### src/rtl/alu_pkg.sv
// Shared definitions for the alu_core datapath slice.
//   - alu_op_e        : 4-bit operation-select codes (OP_ADD .. OP_EQ)
//   - ALU_WIDTH       : default operand/result width
//   - DIV_BY_ZERO_BIT : fill bit of the divide-by-zero result (all ones)
package alu_pkg;

    localparam int ALU_WIDTH = 8;

    // The divide-by-zero result is this bit replicated across the result width,
    // which keeps it valid for any WIDTH.
    localparam logic DIV_BY_ZERO_BIT = 1'b1;

    typedef enum logic [3:0] {
        OP_ADD  = 4'd0,
        OP_SUB  = 4'd1,
        OP_MUL  = 4'd2,
        OP_DIV  = 4'd3,
        OP_SHL  = 4'd4,
        OP_SHR  = 4'd5,
        OP_ROL  = 4'd6,
        OP_ROR  = 4'd7,
        OP_AND  = 4'd8,
        OP_OR   = 4'd9,
        OP_XOR  = 4'd10,
        OP_NOR  = 4'd11,
        OP_NAND = 4'd12,
        OP_XNOR = 4'd13,
        OP_GT   = 4'd14,
        OP_EQ   = 4'd15
    } alu_op_e;

endpackage

### src/rtl/alu_divider.sv
// Combinational unsigned restoring divider.
// Ports:
//   dividend    in  WIDTH  numerator
//   divisor     in  WIDTH  denominator
//   quotient    out WIDTH  dividend / divisor (all ones when divisor is 0)
//   div_by_zero out 1      divisor is zero
module alu_divider
    import alu_pkg::*;
#(
    parameter int WIDTH = ALU_WIDTH
) (
    input  logic [WIDTH-1:0] dividend,
    input  logic [WIDTH-1:0] divisor,
    output logic [WIDTH-1:0] quotient,
    output logic             div_by_zero
);

    logic [WIDTH:0] rem;

    assign div_by_zero = (divisor == '0);

    // One restoring step per quotient bit, MSB first: shift the next dividend
    // bit into the partial remainder and subtract the divisor when it fits.
    always_comb begin
        rem      = '0;
        quotient = '0;
        for (int i = WIDTH - 1; i >= 0; i--) begin
            rem = {rem[WIDTH-1:0], dividend[i]};
            if (rem >= {1'b0, divisor}) begin
                rem         = rem - {1'b0, divisor};
                quotient[i] = 1'b1;
            end
        end
    end

endmodule

### src/rtl/alu_core.sv
// Registered WIDTH-bit ALU: 16 operations selected by alu_sel, result and
// carry registered one clock after the inputs are sampled.
// carry_out is always the carry of the unsigned sum a+b, whatever the op.
// Build option: define ALU_CORE_DIV_EN to build the divider for op 3;
// without it op 3 returns zero and no divider logic exists.
// Ports:
//   clk       in  1      rising-edge clock
//   rst_n     in  1      asynchronous active-low reset
//   a, b      in  WIDTH  operands
//   alu_sel   in  4      operation select (alu_op_e)
//   alu_out   out WIDTH  registered result
//   carry_out out 1      registered carry of a+b
module alu_core
    import alu_pkg::*;
#(
    parameter int WIDTH = ALU_WIDTH
) (
    input  logic             clk,
    input  logic             rst_n,
    input  logic [WIDTH-1:0] a,
    input  logic [WIDTH-1:0] b,
    input  logic [3:0]       alu_sel,
    output logic [WIDTH-1:0] alu_out,
    output logic             carry_out
);

    logic [WIDTH:0]   sum_full;
    logic [WIDTH-1:0] diff;
    logic [WIDTH-1:0] prod_lo;
    logic [WIDTH-1:0] div_result;
    logic [WIDTH-1:0] result_nxt;

    assign sum_full = {1'b0, a} + {1'b0, b};
    assign diff     = a - b;
    assign prod_lo  = a * b;

`ifdef ALU_CORE_DIV_EN
    logic [WIDTH-1:0] quotient;
    logic             div_by_zero;

    alu_divider #(.WIDTH(WIDTH)) u_divider (
        .dividend    (a),
        .divisor     (b),
        .quotient    (quotient),
        .div_by_zero (div_by_zero)
    );

    assign div_result = div_by_zero ? {WIDTH{DIV_BY_ZERO_BIT}} : quotient;
`else
    assign div_result = '0;
`endif

    always_comb begin
        result_nxt = '0;
        case (alu_op_e'(alu_sel))
            OP_ADD:  result_nxt = sum_full[WIDTH-1:0];
            OP_SUB:  result_nxt = diff;
            OP_MUL:  result_nxt = prod_lo;
            OP_DIV:  result_nxt = div_result;
            OP_SHL:  result_nxt = {a[WIDTH-2:0], 1'b0};
            OP_SHR:  result_nxt = {1'b0, a[WIDTH-1:1]};
            OP_ROL:  result_nxt = {a[WIDTH-2:0], a[WIDTH-1]};
            OP_ROR:  result_nxt = {a[0], a[WIDTH-1:1]};
            OP_AND:  result_nxt = a & b;
            OP_OR:   result_nxt = a | b;
            OP_XOR:  result_nxt = a ^ b;
            OP_NOR:  result_nxt = ~(a | b);
            OP_NAND: result_nxt = ~(a & b);
            OP_XNOR: result_nxt = ~(a ^ b);
            OP_GT:   result_nxt = {{(WIDTH-1){1'b0}}, (a > b)};
            OP_EQ:   result_nxt = {{(WIDTH-1){1'b0}}, (a == b)};
            default: result_nxt = '0;
        endcase
    end

    always_ff @(posedge clk or negedge rst_n) begin
        if (!rst_n) begin
            alu_out   <= '0;
            carry_out <= 1'b0;
        end else begin
            alu_out   <= result_nxt;
            carry_out <= sum_full[WIDTH];
        end
    end

endmodule

### config.mk
export PLATFORM = sky130hd
export DESIGN_NAME = alu_core
export DESIGN_NICKNAME = d
export VERILOG_FILES = /design/src/rtl/alu_pkg.sv /design/src/rtl/alu_divider.sv /design/src/rtl/alu_core.sv
export SDC_FILE = /design/constraint.sdc
export NUM_CORES = 1
export LEC_CHECK = 0
export CAP_MARGIN = 20
export CORE_UTILIZATION = 60
export CTS_CLUSTER_DIAMETER = 40
export CTS_CLUSTER_SIZE = 40
export DETAILED_ROUTE_END_ITERATION = 16
export PLACE_DENSITY = 0.84
export SYNTH_ARGS = -nofsm -noshare
export SYNTH_HDL_FRONTEND = slang
export SYNTH_SLANG_ARGS = --single-unit
### constraint.sdc
create_clock -name clk -period 0.98 [get_ports clk]
set_clock_uncertainty 0.1 [all_clocks]
set_input_delay 0.245 -clock clk [delete_from_list [all_inputs] [get_ports clk]]
set_output_delay 0.245 -clock clk [all_outputs]
set_load 0.05 [all_outputs]
==> impl_metrics.sql, run 1 <==
INSERT INTO impl_metrics (metric_group, metric, value, unit) VALUES
('logic_synthesis', 'ys_types', '61', ''),
('logic_synthesis', 'edff_count_synth', '0', ''),
('run_status', 'stop_stage', 'clock tree synthesis', ''),
('clock_tree', 'post_cts_resize_count', '143', ''),
('die', 'standard_cell_row_count', '24', ''),
('die', 'die_height', '70.8', 'µm'),
('logic_synthesis', 'synth_cells', '373', ''),
('clock_tree', 'cts.htree.levels', '1', ''),
('clock_tree', 'clockRootBuffer', 'clkbuf_8', ''),
('clock_tree', 'cts.sinks', '9', ''),
('clock_tree', 'max-clock-path-buffers', '2', ''),
('run_status', 'outcome', 'did not finish', ''),
('die', 'start_util', '63.9', '%'),
('logic_synthesis', 'syn_avg_cell_area', '7.61', 'µm²'),
('logic_synthesis', 'synth_top_cell_area_share', '17.6', '%'),
('die', 'ioPinCount', '31', ''),
('logic_synthesis', 'postSynth.asyncResetShare', '100', '%'),
('die', 'dieWidth', '70.8', 'µm'),
('logic_synthesis', 'seq_area_frac_synth', '7.93', '%'),
('clock_tree', 'postCtsSetupBuffers', '19', ''),
('placement', 'finalWeightedCongestion', '0.998', ''),
('placement', 'dp.cells', '541', ''),
('placement', 'portBuffers', '30', ''),
('logic_synthesis', 'synth_seq_cells', '9', ''),
('logic_synthesis', 'synthesis.yosys.warnings', '0', ''),
('logic_synthesis', 'area_of_the_mapped_netlist', '0.00284', 'mm²'),
('logic_synthesis', 'syn-num-nets', '449', ''),
('run_status', 'run.stop_error', '[ERROR DPL-0038] Utilization greater than 100%, impossible to legalize', ''),
('clock_tree', 'tritoncts.num_buffers', '3', ''),
('clock_tree', 'ctsHoldBuffers', '0', ''),
('placement', 'dp.final_hpwl', '9900', 'µm'),
('logic_synthesis', 'synth_top_cells_by_area', 'ha_1, fa_1, dfrtp_1', ''),
('logic_synthesis', 'synth.largest_area_cell', 'ha_1', ''),
('logic_synthesis', 'synth_flop_cell', 'dfrtp_1', '');
## per-stage QoR
stage | util, % | instance area, µm² | setup WS, ns | TNS (ns)
floorplan | - | 3030 | -2.46 | -14.12
global placement | 94.0 | 4180 | -3.21 | -21.96
detailed placement | 94.0 | 4180 | -3.60 | -23.66
## cells by family after synthesis
group,after synthesis,share of synthesized area (%)
buf+inv,69,11.3
flops,9,7.93
xor+xnor,23,7.09
compound gates,95,24.1
simple gates,117,20.0
mux,6,2.16
fa+ha+maj,54,27.5
## synthesized netlist by cell type (3+ instances only)
cell type	n
o21ai_0	9
mux2i_1	5
nand3_1	5
clkbuf_1	3
o2bb2ai_1	3
a21o_1	4
o21ai_1	6
buf_2	5
nor2_1	37
nand2b_1	5
a21oi_1	21
o211ai_1	6
a221o_1	4
nor2_2	3
nor2b_1	3
xor2_1	6
nand2_1	35
inv_2	3
fa_1	14
buf_4	7
buf_6	4
a31oi_1	4
nor3_1	14
dfrtp_1	9
o22ai_1	7
o221ai_1	3
ha_1	40
inv_1	46
xnor2_1	17
a211oi_1	3
==> run 2: changes to the inputs <==
Settings changed: CORE_UTILIZATION 60 to 40, CTS_CLUSTER_DIAMETER 40 to not set, CTS_CLUSTER_SIZE 40 to not set, PLACE_DENSITY 0.84 to not set, PLACE_DENSITY_LB_ADDON set to 0.15.
==> run 2 against run 1 <==
The flow now finishes, with violations (setup timing). Synthesized area did not move. Synthesized cell count stayed put.
==> impl_metrics.sql, run 2 <==
INSERT INTO impl_metrics (metric_group, metric, value, unit) VALUES
('global_route', 'overflow', '0', ''),
('die', 'fp.dieArea', '0.00744', 'mm²'),
('logic_synthesis', 'synth_most_common_cell', 'inv_1', ''),
('logic_synthesis', 'yosys.area_share.adder', '27.5', '%'),
('detailed_routing', 'routedWlPerCell', '16.9', 'µm'),
('global_route', 'grt_pass1_wl', '16000', 'µm'),
('power_and_ir_drop', 'design_power', '0.00455', 'W'),
('die', 'die_height', '86.3', 'µm'),
('placement', 'portBuffers', '30', ''),
('clock_tree', 'clk_pin_slew', '0.04', 'ns'),
('power_and_ir_drop', 'power.density', '922', 'mW/mm²'),
('layout', 'postLayoutCoreUtil', '72.2', '%'),
('detailed_routing', 'finalWirelength', '10300', 'µm'),
('logic_synthesis', 'post_synth_and_or_nand_nor_area_fraction', '20.0', '%'),
('logic_synthesis', 'synth_seq_cells', '9', ''),
('layout', 'most-common-layout-cells', 'buf_4, nand2_1, nor2_1', ''),
('die', 'ioPinCount', '31', ''),
('logic_synthesis', 'area_of_the_mapped_netlist', '0.00284', 'mm²'),
('power_and_ir_drop', 'largest_vdd_supply_drop', '0.000682', 'V'),
('logic_synthesis', 'synth_top_cell_area_share', '17.6', '%'),
('logic_synthesis', 'postSynth.asyncResetShare', '100', '%'),
('sta', 'final_critical_path_setup_slack', '-2.57', 'ns'),
('layout', 'post_layout_nets', '592', ''),
('layout', 'registers.top_by_ff_count', 'alu_out', ''),
('detailed_routing', 'drtPass1Iterations', '5', ''),
('run', 'cap_violations', '0', ''),
('placement', 'finalWeightedCongestion', '0.924', ''),
('logic_synthesis', 'synth_top_cells_by_area', 'ha_1, fa_1, dfrtp_1', ''),
('global_route', 'grt_start_max_net_pins', '18', ''),
('detailed_routing', 'drtIter0Drc', '325', ''),
('logic_synthesis', 'synthTopCellsByCount', 'inv_1, ha_1, nor2_1', ''),
('clock_tree', 'tritoncts_clock_tree', 'yes', ''),
('worst_hold_path', 'hold_path_class', 'primary input to asynchronous set/reset pin', ''),
('power_and_ir_drop', 'swShare', '44.0', '%'),
('global_route', 'grt_antenna_before_repair', '0', ''),
('logic_synthesis', 'synth.mux.area_fraction', '2.16', '%'),
('critical_path', 'worst-endpoint-arrival', '3.61', 'ns'),
('die', 'core_area', '0.00683', 'mm²'),
('critical_path', 'crit_required', '1.04', 'ns'),
('power_and_ir_drop', 'share_seq_of_total_power', '10.6', '%'),
('detailed_routing', 'via_to_cell_ratio', '5.37', ''),
('die', 'start_util', '41.6', '%'),
('clock_tree', 'cts.htree.levels', '1', ''),
('logic_synthesis', 'post_synth_xor_area_fraction', '7.09', '%'),
('detailed_routing', 'postRouteAntennaNets', '0', ''),
('critical_path', 'critPathKind', 'primary input to flop', ''),
('layout', 'largest_register_ff_count', '8', ''),
('sta', 'timing_max_transition_violations_final', '0', ''),
('logic_synthesis', 'seq_area_frac_synth', '7.93', '%'),
('logic_synthesis', 'synth_cells', '373', ''),
('layout', 'mostFrequentLayoutCell', 'buf_4', ''),
('critical_path', 'critical_path.endpoint_type', 'flop', ''),
('sta', 'final_min_period_over_clock_period', '362', '%'),
('sta', 'fmax', '281', 'MHz'),
('clock_tree', 'tritoncts.num_buffers', '3', ''),
('logic_synthesis', 'main_combinational_cell_family_by_area_after_synthesis', 'adder cells', ''),
('power_and_ir_drop', 'clock_power_share', '9.3', '%'),
('die', 'standard_cell_row_count', '30', ''),
('run_status', 'failed_checks', 'setup timing', ''),
('clock_tree', 'ctsHoldBuffers', '0', ''),
('power_and_ir_drop', 'p_int', '0.00255', 'W'),
('critical_path', 'crit_path_start', 'b[3]', ''),
('logic_synthesis', 'syn_avg_cell_area', '7.61', 'µm²'),
('die', 'dieWidth', '86.3', 'µm'),
('critical_path', 'worst-path-max-fanout', '2', ''),
('clock_tree', 'clockRootBuffer', 'clkbuf_8', ''),
('sta', 'slew-limit-headroom', '68.9', '%'),
('power_and_ir_drop', 'pwr-share-comb', '80.1', '%'),
('logic_synthesis', 'synth_flop_cell', 'dfrtp_1', ''),
('layout', 'antenna_diodes', '0', ''),
('power_and_ir_drop', 'netSwitchingPower', '0.00200', 'W'),
('logic_synthesis', 'edff_count_synth', '0', ''),
('sta', 'worst_hold_slack', '0.237', 'ns'),
('logic_synthesis', 'synth.largest_area_cell', 'ha_1', ''),
('sta', 'timing_worst_slew_pin_value', '0.463', 'ns'),
('sta', 'min_period', '3.55', 'ns'),
('sta', 'rsz_0062_raised_after_global_routing', 'yes', ''),
('sta', 'final-setup-viol-count', '18', ''),
('run_status', 'outcome', 'finished with violations', ''),
('layout', 'reg.largest.list', 'alu_out: 8 flops, carry_out: 1 flops', ''),
('clock_tree', 'max-clock-path-buffers', '2', ''),
('placement', 'dp.final_hpwl', '7970', 'µm'),
('global_route', 'vias_in_the_first_global_route', '3229', ''),
('detailed_routing', 'route.vias.total', '3283', ''),
('detailed_routing', 'drc_violations_left', '0', ''),
('logic_synthesis', 'ys_types', '61', ''),
('logic_synthesis', 'fraction_of_the_mapped_netlist_area_in_compound_gates', '24.1', '%'),
('logic_synthesis', 'synthesis.yosys.warnings', '0', ''),
('critical_path', 'critical_path_source_type', 'primary input', ''),
('layout', 'area_growth', '73.7', '%'),
('clock_tree', 'cts.sinks', '9', ''),
('sta', 'hold_violations', '0', ''),
('layout', 'layout-drive-gt1-share', '49.9', '%'),
('placement', 'dp_worst_setup_slack', '-3.24', 'ns'),
('logic_synthesis', 'syn-num-nets', '449', ''),
('power_and_ir_drop', 'leakagePower', '2.17', 'nW'),
('global_route', 'grtUsageTotal', '28.0', '%');
[run 2: final cells by class]
class,count,area (µm²)
multi-input combinational,295,2810
fill,523,1900
timing repair buffer,157,1520
sequential,9,225
inverter,50,219
tap,96,120
clock buffer,4,45.0
[run 2: kinds of logic after synthesis]
kind of cell / Yosys count
adder cells (fa/ha/maj): 54
XOR/XNOR: 23
AO/OA/AOI/OAI: 95
flip-flops: 9
buffers and inverters: 69
multiplexers: 6
AND/OR/NAND/NOR: 117
[run 2: power by group through the flow]
stage               clock network (W)  logic [W]  registers, W
floorplan                           0    0.00161      0.000667
global placement                    0    0.00295      0.000487
detailed placement                  0    0.00300      0.000486
CTS                          0.000428    0.00335      0.000482
global route                 0.000456    0.00388      0.000485
finish                       0.000425    0.00364      0.000481
[run 2: critical path, stage by stage]
cell     delay [ns]
buf_8          0.07
buf_6          0.08
nand2_4        0.04
fa_2           0.38
fa_1           0.51
inv_2          0.04
fa_1           0.55
inv_2          0.05
fa_1           0.50
inv_2          0.05
ha_4           0.23
xor2_2         0.15
o211a_1        0.24
a221o_1        0.32
a21oi_2        0.15
[run 2: layer usage]
layer | GRT usage, % | wire, µm | vias to the layer above | part of all wire (%)
met5 | 0 | 0 | - | 0
met4 | 10.8 | 307 | 0 | 3.0
met3 | 2.48 | 512 | 26 | 5.0
met2 | 50.4 | 5200 | 126 | 51
met1 | 34.4 | 4280 | 1556 | 42
li1 | - | - | 1575 | -
[run 2: what timing repair did]
item                                    CTS  global route
buffers inserted                         12             2
cloned                                    1             0
resized for setup                       132            35
pin swaps                                51            47
endpoints found under the setup margin   18            18
[run 2: through the flow]
step	std cells	setup TNS [ns]	area, µm²
4_1_cts	611	-16.75	4790
3_3_place_gp	594	-21.73	4290
5_1_grt	611	-17.30	4930
6_report	611	-16.39	4930
3_5_place_dp	594	-22.00	4290
2_1_floorplan	373	-14.12	3030
[run 2: worst paths after layout]
path                       slack (ns)         end  cells after the start
min in group clk                 0.60  alu_out[0]                      5
max in group asynchronous        0.44  alu_out[1]                      2
hold / removal                   0.24   carry_out                      2
setup / recovery                -2.57  alu_out[6]                     15
No activity file was read; power rests on OpenSTA's default activity.
